==> config.mk <==
export PLATFORM = sky130hd
export DESIGN_NAME = proc_mem_port_arbiter
export DESIGN_NICKNAME = d
export VERILOG_FILES = /design/src/rtl/proc_mem_port_arbiter.sv
export SDC_FILE = /design/constraint.sdc
export NUM_CORES = 1
export LEC_CHECK = 0
export CORE_AREA = 2 2 153 155
export CTS_BUF_LIST = sky130_fd_sc_hd__clkbuf_4
export CTS_CLUSTER_SIZE = 25
export DETAILED_ROUTE_END_ITERATION = 12
export DIE_AREA = 0 0 155 157
export GPL_ROUTABILITY_DRIVEN = 0
export PLACE_DENSITY = 0.5
export SLEW_MARGIN = 20
export SYNTH_ARGS = -nofsm -noshare
export SYNTH_HDL_FRONTEND = slang
export SYNTH_SLANG_ARGS = --single-unit
==> constraint.sdc <==
create_clock -name clk -period 4.06 [get_ports clk]
set_input_delay 1.218 -clock clk [delete_from_list [all_inputs] [get_ports clk]]
set_output_delay 1.218 -clock clk [all_outputs]
set_load 0.01 [all_outputs]
==> src/rtl/proc_mem_port_arbiter.sv <==
// Round-robin sharing of one 4B memory port between instruction-fetch and data
// requesters; an ordering FIFO of requester ids steers in-order responses back.
module proc_mem_port_arbiter #(
    parameter int unsigned p_max_inflight = 4,
    parameter int unsigned p_id_bits      = $clog2(p_max_inflight) + 1
) (
    input  logic                 clk,
    input  logic                 reset,

    input  logic [76:0]          imemreq_msg,
    input  logic                 imemreq_val,
    output logic                 imemreq_rdy,
    output logic [46:0]          imemresp_msg,
    output logic                 imemresp_val,
    input  logic                 imemresp_rdy,

    input  logic [76:0]          dmemreq_msg,
    input  logic                 dmemreq_val,
    output logic                 dmemreq_rdy,
    output logic [46:0]          dmemresp_msg,
    output logic                 dmemresp_val,
    input  logic                 dmemresp_rdy,

    output logic [76:0]          memreq_msg,
    output logic                 memreq_val,
    input  logic                 memreq_rdy,
    input  logic [46:0]          memresp_msg,
    input  logic                 memresp_val,
    output logic                 memresp_rdy,

    output logic [p_id_bits-1:0] inflight_count
);

    localparam int unsigned PtrBits = $clog2(p_max_inflight);

    typedef enum logic {
        REQ_IMEM = 1'b0,
        REQ_DMEM = 1'b1
    } req_id_e;

    req_id_e                   prio_q,  prio_d;
    logic [p_max_inflight-1:0] owner_q, owner_d;
    logic [PtrBits-1:0]        head_q,  head_d;
    logic [PtrBits-1:0]        tail_q,  tail_d;
    logic [p_id_bits-1:0]      count_q, count_d;

    logic    fifo_full, fifo_empty;
    logic    grant_imem, grant_dmem;
    logic    req_fire, resp_fire;
    req_id_e head_id;

    assign fifo_full  = (count_q == p_id_bits'(p_max_inflight));
    assign fifo_empty = (count_q == '0);
    assign head_id    = req_id_e'(owner_q[head_q]);

    // Grant looks only at the registered count, so a pop never opens issue in the same cycle.
    always_comb begin
        grant_imem = 1'b0;
        grant_dmem = 1'b0;
        if (!reset && !fifo_full) begin
            if (imemreq_val && dmemreq_val) begin
                if (prio_q == REQ_DMEM) grant_dmem = 1'b1;
                else                    grant_imem = 1'b1;
            end else begin
                grant_imem = imemreq_val;
                grant_dmem = dmemreq_val;
            end
        end
    end

    assign memreq_val  = grant_imem | grant_dmem;
    assign memreq_msg  = grant_imem ? imemreq_msg : dmemreq_msg;
    assign imemreq_rdy = grant_imem & memreq_rdy;
    assign dmemreq_rdy = grant_dmem & memreq_rdy;
    assign req_fire    = memreq_val & memreq_rdy;

    assign imemresp_msg = memresp_msg;
    assign dmemresp_msg = memresp_msg;

    always_comb begin
        imemresp_val = 1'b0;
        dmemresp_val = 1'b0;
        memresp_rdy  = 1'b0;
        if (!reset && !fifo_empty) begin
            if (head_id == REQ_DMEM) begin
                dmemresp_val = memresp_val;
                memresp_rdy  = dmemresp_rdy;
            end else begin
                imemresp_val = memresp_val;
                memresp_rdy  = imemresp_rdy;
            end
        end
    end

    assign resp_fire = memresp_val & memresp_rdy;

    always_comb begin
        prio_d  = prio_q;
        owner_d = owner_q;
        head_d  = head_q;
        tail_d  = tail_q;
        count_d = count_q;
        if (req_fire) begin
            owner_d[tail_q] = grant_dmem;
            tail_d          = tail_q + PtrBits'(1);
            prio_d          = grant_dmem ? REQ_IMEM : REQ_DMEM;
        end
        if (resp_fire) begin
            head_d = head_q + PtrBits'(1);
        end
        case ({req_fire, resp_fire})
            2'b10:   count_d = count_q + p_id_bits'(1);
            2'b01:   count_d = count_q - p_id_bits'(1);
            default: count_d = count_q;
        endcase
    end

    always_ff @(posedge clk or posedge reset) begin
        if (reset) begin
            prio_q  <= REQ_DMEM;
            owner_q <= '0;
            head_q  <= '0;
            tail_q  <= '0;
            count_q <= '0;
        end else begin
            prio_q  <= prio_d;
            owner_q <= owner_d;
            head_q  <= head_d;
            tail_q  <= tail_d;
            count_q <= count_d;
        end
    end

    assign inflight_count = count_q;

endmodule

==> results of run 1 <==
metrics by stage:
stage | cells | hold slack (ps) | area, um^2
3_3_place_gp | 694 | 475 | 4690
3_5_place_dp | 694 | 482 | 4690
4_1_cts | 711 | 495 | 4890
5_1_grt | 711 | 507 | 4850
2_1_floorplan | 250 | 450 | 2540
6_report | 711 | 488 | 4850
layout make-up:
class                   instances  area share (%)
clock inverters                 1          0.0773
repair buffers                275            56.7
well taps                     285            7.35
inverters                       8           0.619
clock buffers                   3           0.464
multi-input cells             127            28.6
flip-flops and latches         12            6.21
Yosys cell counts, drive strengths merged:
| cell type | number |
|---|---|
| ha | 5 |
| nor2 | 8 |
| buf | 103 |
| xor2 | 4 |
| mux4 | 1 |
| mux2i | 2 |
| dfrtp | 11 |
| dfstp | 1 |
| fa | 1 |
| o21ai | 1 |
| a2111oi | 1 |
| nand2b | 1 |
| nand2 | 10 |
| o2bb2ai | 1 |
| and3 | 2 |
| mux2 | 81 |
| or3 | 1 |
| nor2b | 2 |
| a21oi | 1 |
| nand3 | 2 |
| inv | 8 |
| xnor2 | 2 |
| nor3b | 1 |
registers in the layout, indices dropped and copies added, names as in the netlist:
signal,count
inflight_count,3
prio_q,1
owner_q,4
head_q,2
tail_q,2
worst min path at each step:
stage | from | end | slack (ps)
floorplan | head_q[1] | head_q[1] | 450
global placement | head_q[1] | head_q[1] | 470
detailed placement | head_q[1] | head_q[1] | 480
CTS | head_q[1] | head_q[1] | 490
global route | head_q[1] | head_q[1] | 510
finish | head_q[1] | head_q[1] | 490
report_power, final:
part           switching [mW]  internal (mW)  leakage [nW]
clock network          0.0375         0.0355        0.0154
logic                   0.367          0.619          1.88
registers              0.0597          0.180         0.147
metal layers:
metal | wire length [um] | share of wire (%) | GRT usage, %
met1 | 3580 | 34 | 7.84
met2 | 5410 | 51 | 15.0
met3 | 1600 | 15 | 4.32
met4 | 87 | 0.81 | 1.46
met5 | 0 | 0 | 0
cells by family after synthesis:
group                    synth area share [%]
multiplexers                             42.0
flip-flops                               11.9
AO/OA/AOI/OAI                            1.97
XOR/XNOR                                 2.07
buffers and inverters                    33.7
AND/OR/NAND/NOR                          5.12
adder cells (fa/ha/maj)                  3.25
what timing repair did:
item	in CTS	in global routing
gates resized for setup	149	31
setup endpoints to repair	77	44
pin swaps	2	1
setup buffers	8	1
gates cloned	5	0
==> flow_summary.yaml, run 1 <==
critical_path:
  crit_end: "memreq_msg[40]"
  r2r_end: "inflight_count[2]"
  cp_max_fo: 6
  cp.arrival_ps: 2780
  crit_slowest_cell: "clkdlybuf4s50_1"
  cp.required_ps: 2840
  cpLargestDelayFamily: "buffers and inverters"
  cp-start-kind: "primary input"
  cp-end-kind: "primary output"
  crit_path_max_incr_delay_ps: 480
  critPathBufInv: 3
  cp_num_cells: 6
  worstRegToRegCells: 9
  r2r_setup_slack_ps: 1540
  crit_type: "in2out"
  critPathLaunch: "reset"
  r2r-start: "head_q[0]"
  crit_chain: "dlygate4sd2_1, a21oi_2, and3_4, buf_6, mux2_4, clkdlybuf4s50_1"
sta:
  setup_slack_ps: 64.0
  fin_setup_tns_ps: 0
  fin_crit_sh_pct: 98.4
  fin_crit_ps: 4000
  rsz0062_at_grt: "no"
  slew_violations: 0
  worst_pin_slew_ps: 310
  setup_viol_count_final: 0
  clock.fmax_mhz: 250
  fin_skew_ps: 5.96
  relSlewSlack_pct: 78.7
  finalHoldViolCount: 0
flow_run:
  max_cap_violations: 0
route:
  route.detailed.wl_per_inst_um: 15.0
  route.antenna.remaining_nets: 0
  post_drt_via_cell_ratio: 3.36
  drc: 0
  dr.pass1.iters: 4
  drt_iter0_drc: 30
  wirelength_um: 10700
  routed-via-count: 2389
floorplanning:
  die-width_um: 155
  std_cell_rows: 55
  core_area_um2: 22500
  dieArea_um2: 24300
  initial_core_util_pct: 11.3
  die_h_um: 157
  ios: 389
cts:
  tritoncts: "yes"
  htree_levels: 1
  insertion_delay_ps: 270
  cts.clk_slew.worst_paths_ps: 70
  hold_buffers: 0
  cts_root_buf: "clkbuf_4"
  clock_sinks: 12
  cts_made_buffers: 3
  cts_max_path_buffers: 2
layout:
  multi_input_area_um2: 1390
  layout_common_cells: "168 x clkdlybuf4s50_1, 51 x mux2_2, 30 x mux2_4"
  n_antenna_cell: 0
  nNetsFinal: 642
  final_common_cell: "clkdlybuf4s50_1"
  area_growth_pct: 91.0
  fillerInstances: 2465
  drive_above_1_share_pct: 33.1
  utilization_pct: 21.6
  register_area_um2: 302
power_and_ir_drop:
  power.density_nw_per_um2: 267
  irDropWorstVdd_mv: 0.136
  p_total_mw: 1.30
  p_leak_nw: 2.04
logic_synthesis:
  avgSynthCellArea_um2: 10.2
  synthTopCellsByArea: "buf_4 29%, mux2_2 23%, mux2_4 18%, dfrtp_1 11%, buf_12 3.2%"
  ys_seq_area_share_pct: 11.9
  synth_top_cell_area_share_pct: 29.0
  synthDistinctLibCells: 27
  ys_ff_latch: 12
  syn_area_um2: 2540
  ys_warn_count: 0
  synth_top_cell_by_area: "buf_4"
  synthCells: 250
  synth_fp_nets: 465
status:
  status: "finished clean"
global_routing:
  grt_first_pass_wirelength_um: 15000
  antenna_found_initial: 0
  grt_pass1_vias: 2641
  grtUsageTotal_pct: 8.00
  grt_start_max_net_pins: 14
  grt_overflow_total: 0
worst_hold_path:
  hold_class: "reg2reg"
  worstHoldPathCells: 1
place:
  preCtsSetupSlack_ps: -334
  dp_hpwl_um: 8560
  numPortBuffers: 247
(Power assumes the default switching activity.)
==> run 2: changes to the inputs <==
Settings changed: SKIP_LAST_GASP from default to 1, TNS_END_PERCENT from default to 30.
==> flow_summary.yaml, run 2 (synthesis results as in run 1) <==
status:
  status: "finished, violations left"
  violations: "negative setup slack"
sta:
  fin_skew_ps: 6.24
  setup_viol_count_final: 10
  hold_slack_ps: 488
  rsz0062_at_grt: "yes"
  clock.fmax_mhz: 245
  fin_crit_sh_pct: 100
  relSlewSlack_pct: 78.7
  fin_setup_tns_ps: -108
  setup_slack_ps: -18.9
  fin_crit_ps: 4080
  finalHoldViolCount: 0
  slew_violations: 0
  worst_pin_slew_ps: 310
critical_path:
  crit_type: "in2out"
  cp-start-kind: "primary input"
  cp_max_fo: 9
  cp.required_ps: 2840
  cp.arrival_ps: 2860
  cp-end-kind: "primary output"
floorplanning:
  dieArea_um2: 24300
  ios: 389
  initial_core_util_pct: 11.3
  die_h_um: 157
  core_area_um2: 22500
  std_cell_rows: 55
  die-width_um: 155
route:
  wl_met2_um: 5420
  route.detailed.wl_per_inst_um: 15.2
  dr.pass1.iters: 4
  wirelength_um: 10800
  dr.max_layer_used: "met4"
  routed-via-count: 2398
  wl_met3_um: 1590
  route.antenna.remaining_nets: 0
  drc: 0
  drt_iter0_drc: 29
  wl_met1_um: 3680
  post_drt_via_cell_ratio: 3.37
power_and_ir_drop:
  irDropWorstVdd_mv: 0.135
  power.density_nw_per_um2: 268
  p_leak_nw: 2.01
global_routing:
  antenna_found_initial: 0
  grt_overflow_total: 0
  grt_start_max_net_pins: 15
  grt_pass1_vias: 2643
  grtUsageTotal_pct: 7.91
  grt_first_pass_wirelength_um: 14900
cts:
  cts.clk_slew.worst_paths_ps: 70
  cts_made_buffers: 3
  htree_levels: 1
  hold_buffers: 0
  cts_max_path_buffers: 2
  cts_root_buf: "clkbuf_4"
  tritoncts: "yes"
  clock_sinks: 12
  insertion_delay_ps: 270
layout:
  register_area_um2: 302
  largest_reg_flops: 4
  drive_above_1_share_pct: 30.8
  area_growth_pct: 91.9
  top_register: "owner_q"
  nNetsFinal: 642
  layout_common_cells: "180 x clkdlybuf4s50_1, 51 x mux2_2, 40 x dlygate4sd2_1"
  fillerInstances: 2470
  final_cell_area_um2: 4880
  final_common_cell: "clkdlybuf4s50_1"
  n_antenna_cell: 0
  multi_input_area_um2: 1390
flow_run:
  max_cap_violations: 0
worst_hold_path:
  hold_class: "reg2reg"
place:
  preCtsSetupSlack_ps: -334
  dp_hpwl_um: 8560
  place_area_um2: 4690
  numPortBuffers: 247
-- run 2: report_power, final --
part	switching [mW]	total, mW	internal (mW)
clock network	0.0377	0.0732	0.0355
logic	0.367	0.995	0.628
registers	0.0596	0.239	0.180
total	0.465	1.31	0.843
-- run 2: final timing paths --
kind	cells after the start	endpoint	slack, ps	startpoint
worst max-delay path	6	memreq_msg[0]	-20	reset
worst min-delay path	1	head_q[1]	490	head_q[1]
worst max register to register	9	inflight_count[2]	1540	head_q[0]
worst min register to register	1	head_q[1]	490	head_q[1]
max in group asynchronous	4	head_q[0]	2630	reset
min in group asynchronous	4	owner_q[3]	1280	reset
-- run 2: critical path, stage by stage --
cell and delay [ps]:
dlygate4sd2_1 250, a21oi_2 120, and3_4 260, buf_6 160
mux2_2 340, clkdlybuf4s50_1 500
-- run 2: routing by layer --
metal	global-route usage, %	up-vias
li1	-	1100
met1	7.66	1060
met2	14.9	229
met3	4.32	9
met4	1.46	0
met5	0	-
-- run 2: timing repair --
action | in CTS | in global routing
resized for setup | 112 | 14
setup buffers | 8 | 0
cloned | 4 | 2
pin swaps | 2 | 1
setup endpoints to repair | 77 | 57
-- run 2: layout make-up --
| class | count | area share [%] |
|---|---|---|
| Clock buffer | 3 | 0.462 |
| Clock inverter | 1 | 0.0770 |
| Inverter | 8 | 0.616 |
| Multi-Input combinational cell | 127 | 28.5 |
| Sequential cell | 12 | 6.18 |
| Tap cell | 285 | 7.31 |
| Timing Repair Buffer | 275 | 56.9 |
-- run 2: through the flow --
step	util, %	instances	power [mW]
2_1_floorplan	-	250	0.810
3_3_place_gp	20.8	694	1.18
3_5_place_dp	20.8	694	1.20
4_1_cts	21.6	710	1.33
5_1_grt	21.7	711	1.41
6_report	21.7	711	1.31
==> run 3: changes to the inputs <==
Settings changed: CELL_PAD_IN_SITES_DETAIL_PLACEMENT from default to 0, CELL_PAD_IN_SITES_GLOBAL_PLACEMENT from default to 2, CORE_AREA 2 2 153 155 to default, CORE_ASPECT_RATIO from default to 0.9, CORE_UTILIZATION from default to 11, DIE_AREA 0 0 155 157 to default, PLACE_DENSITY 0.5 to 0.91.
==> flow_summary.yaml, run 3 (synthesis results as in run 1) <==
sta:
  relSlewSlack_pct: 79.9
  slew_violations: 0
  fin_crit_ps: 4220
  fin_skew_ps: 2.30
  worst_pin_slew_ps: 293
  setup_viol_count_final: 49
  clock.fmax_mhz: 237
  finalHoldViolCount: 0
  rsz0062_at_grt: "yes"
  fin_crit_sh_pct: 104
  setup_slack_ps: -164
floorplanning:
  std_cell_rows: 52
  initial_core_util_pct: 11.3
  die_h_um: 146
  die-width_um: 162
  dieArea_um2: 23700
  ios: 389
  core_area_um2: 22600
place:
  preCtsSetupSlack_ps: -340
  dp.cells: 710
  dp_hpwl_um: 8450
  numPortBuffers: 247
layout:
  largest_reg_flops: 4
  layout_common_cells: "215 x clkdlybuf4s50_1, 51 x mux2_2, 30 x mux2_4"
  fillerInstances: 2463
  stdcell_count: 719
  top_register: "owner_q"
  n_antenna_cell: 0
  nNetsFinal: 638
  multi_input_area_um2: 1390
  final_common_cell: "clkdlybuf4s50_1"
  area_growth_pct: 91.0
  register_area_um2: 302
  drive_above_1_share_pct: 27.3
  utilization_pct: 21.5
route:
  drc: 0
  drt_iter0_drc: 48
  dr.pass1.iters: 4
  post_drt_via_cell_ratio: 3.22
  route.detailed.wl_per_inst_um: 13.9
  wirelength_um: 9980
  routed-via-count: 2312
  route.antenna.remaining_nets: 0
critical_path:
  crit_chain: "dlygate4sd2_1, a21oi_2, and3_4, buf_16, mux2_2, clkdlybuf4s50_1"
  cpLargestDelayFamily: "buffers and inverters"
  crit_slowest_cell: "clkdlybuf4s50_1"
  cp-end-kind: "primary output"
  critPathBufInv: 3
  cp_max_fo: 33
  crit_path_max_incr_delay_ps: 490
  cp.required_ps: 2840
  cp-start-kind: "primary input"
  cp.arrival_ps: 3010
  crit_type: "in2out"
flow_run:
  max_cap_violations: 0
power_and_ir_drop:
  power_switching_mw: 0.442
  swShare_pct: 34.4
  irDropWorstVdd_mv: 0.303
  combPwrFrac_pct: 75.6
  power.density_nw_per_um2: 265
  p_total_mw: 1.29
  p_seq_share_pct: 18.7
  p_clk_share_pct: 5.7
  p_leak_nw: 1.97
  p_int_mw: 0.843
cts:
  insertion_delay_ps: 260
  clock_sinks: 12
  tritoncts: "yes"
  cts_made_buffers: 3
  cts_max_path_buffers: 2
  cts.clk_slew.worst_paths_ps: 70
  hold_buffers: 0
  cts_root_buf: "clkbuf_4"
  htree_levels: 1
global_routing:
  grtUsageTotal_pct: 7.78
  antenna_found_initial: 0
  grt_first_pass_wirelength_um: 14100
  grt_overflow_total: 0
  grt_pass1_vias: 2337
  grt_start_max_net_pins: 34
worst_hold_path:
  hold_class: "reg2reg"
status:
  status: "finished, violations left"
  violations: "negative setup slack"
[run 3: cell count changes in the layout (fill, tap and decap cells not counted)]
| cell | delta |
|---|---|
| dlymetal6s2s_1 | +6 |
| clkbuf_2 | -6 |
| buf_16 | -1 |
| clkdlybuf4s15_1 | -13 |
| dlygate4sd2_1 | -16 |
| buf_6 | -9 |
| buf_4 | +2 |
| clkdlybuf4s50_1 | +35 |
| clkbuf_16 | -2 |
[run 3: repair_timing]
action / in CTS / in global routing
cloned: 1 / 0
pin swaps: 1 / 1
buffers inserted: 4 / 0
setup endpoints to repair: 77 / 56
gates resized for setup: 29 / 8
[run 3: cell type report]
cell class | count | area share (%)
inverter | 8 | 0.619
tap | 297 | 7.66
clock buffer | 3 | 0.464
multi-input combinational | 127 | 28.6
sequential | 12 | 6.21
timing repair buffer | 271 | 56.4
clock inverter | 1 | 0.0773
[run 3: path summary, 6_finish.rpt]
kind / slack [ps] / from / cells after the start / endpoint
worst max-delay path: -160 / reset / 6 / memreq_msg[65]
worst min-delay path: 490 / head_q[1] / 1 / head_q[1]
worst max register to register: 1580 / head_q[0] / 9 / inflight_count[2]
worst min register to register: 490 / head_q[1] / 1 / head_q[1]
max in group asynchronous: 2540 / reset / 4 / prio_q
min in group asynchronous: 1290 / reset / 4 / inflight_count[2]
[run 3: power by group through the flow]
| stage | clock network, mW | logic (mW) | registers, mW |
|---|---|---|---|
| global route | 0.0838 | 1.04 | 0.252 |
| floorplan | 0 | 0.576 | 0.235 |
| CTS | 0.0776 | 0.984 | 0.241 |
| detailed placement | 0 | 0.969 | 0.242 |
| finish | 0.0735 | 0.971 | 0.241 |
| global placement | 0 | 0.965 | 0.243 |
[run 3: per-layer routing]
layer	share of wire, %	routed length (um)	global-route usage, %
met1	43	4250	10.0
met2	40	4010	10.8
met3	17	1690	5.37
met4	0.27	27	0.896
met5	0	0	0
[run 3: stage by stage]
step,area (um^2),TNS [ps],hold slack (ps)
after detailed placement,4770,-22330,477
after floorplan,2540,0,450
after global routing,4850,-8670,513
after CTS,4830,-7730,487
after global placement,4770,-22580,471
final,4850,-5240,489
[run 3: worst reg2reg max path: stages (launching register included)]
cell	delay, ps
dfrtp_1	410
mux4_2	570
mux2i_1	190
nor2_1	180
ha_1	210
inv_1	60
fa_1	370
xor2_1	150
nor2_1	120
xor2_1	150
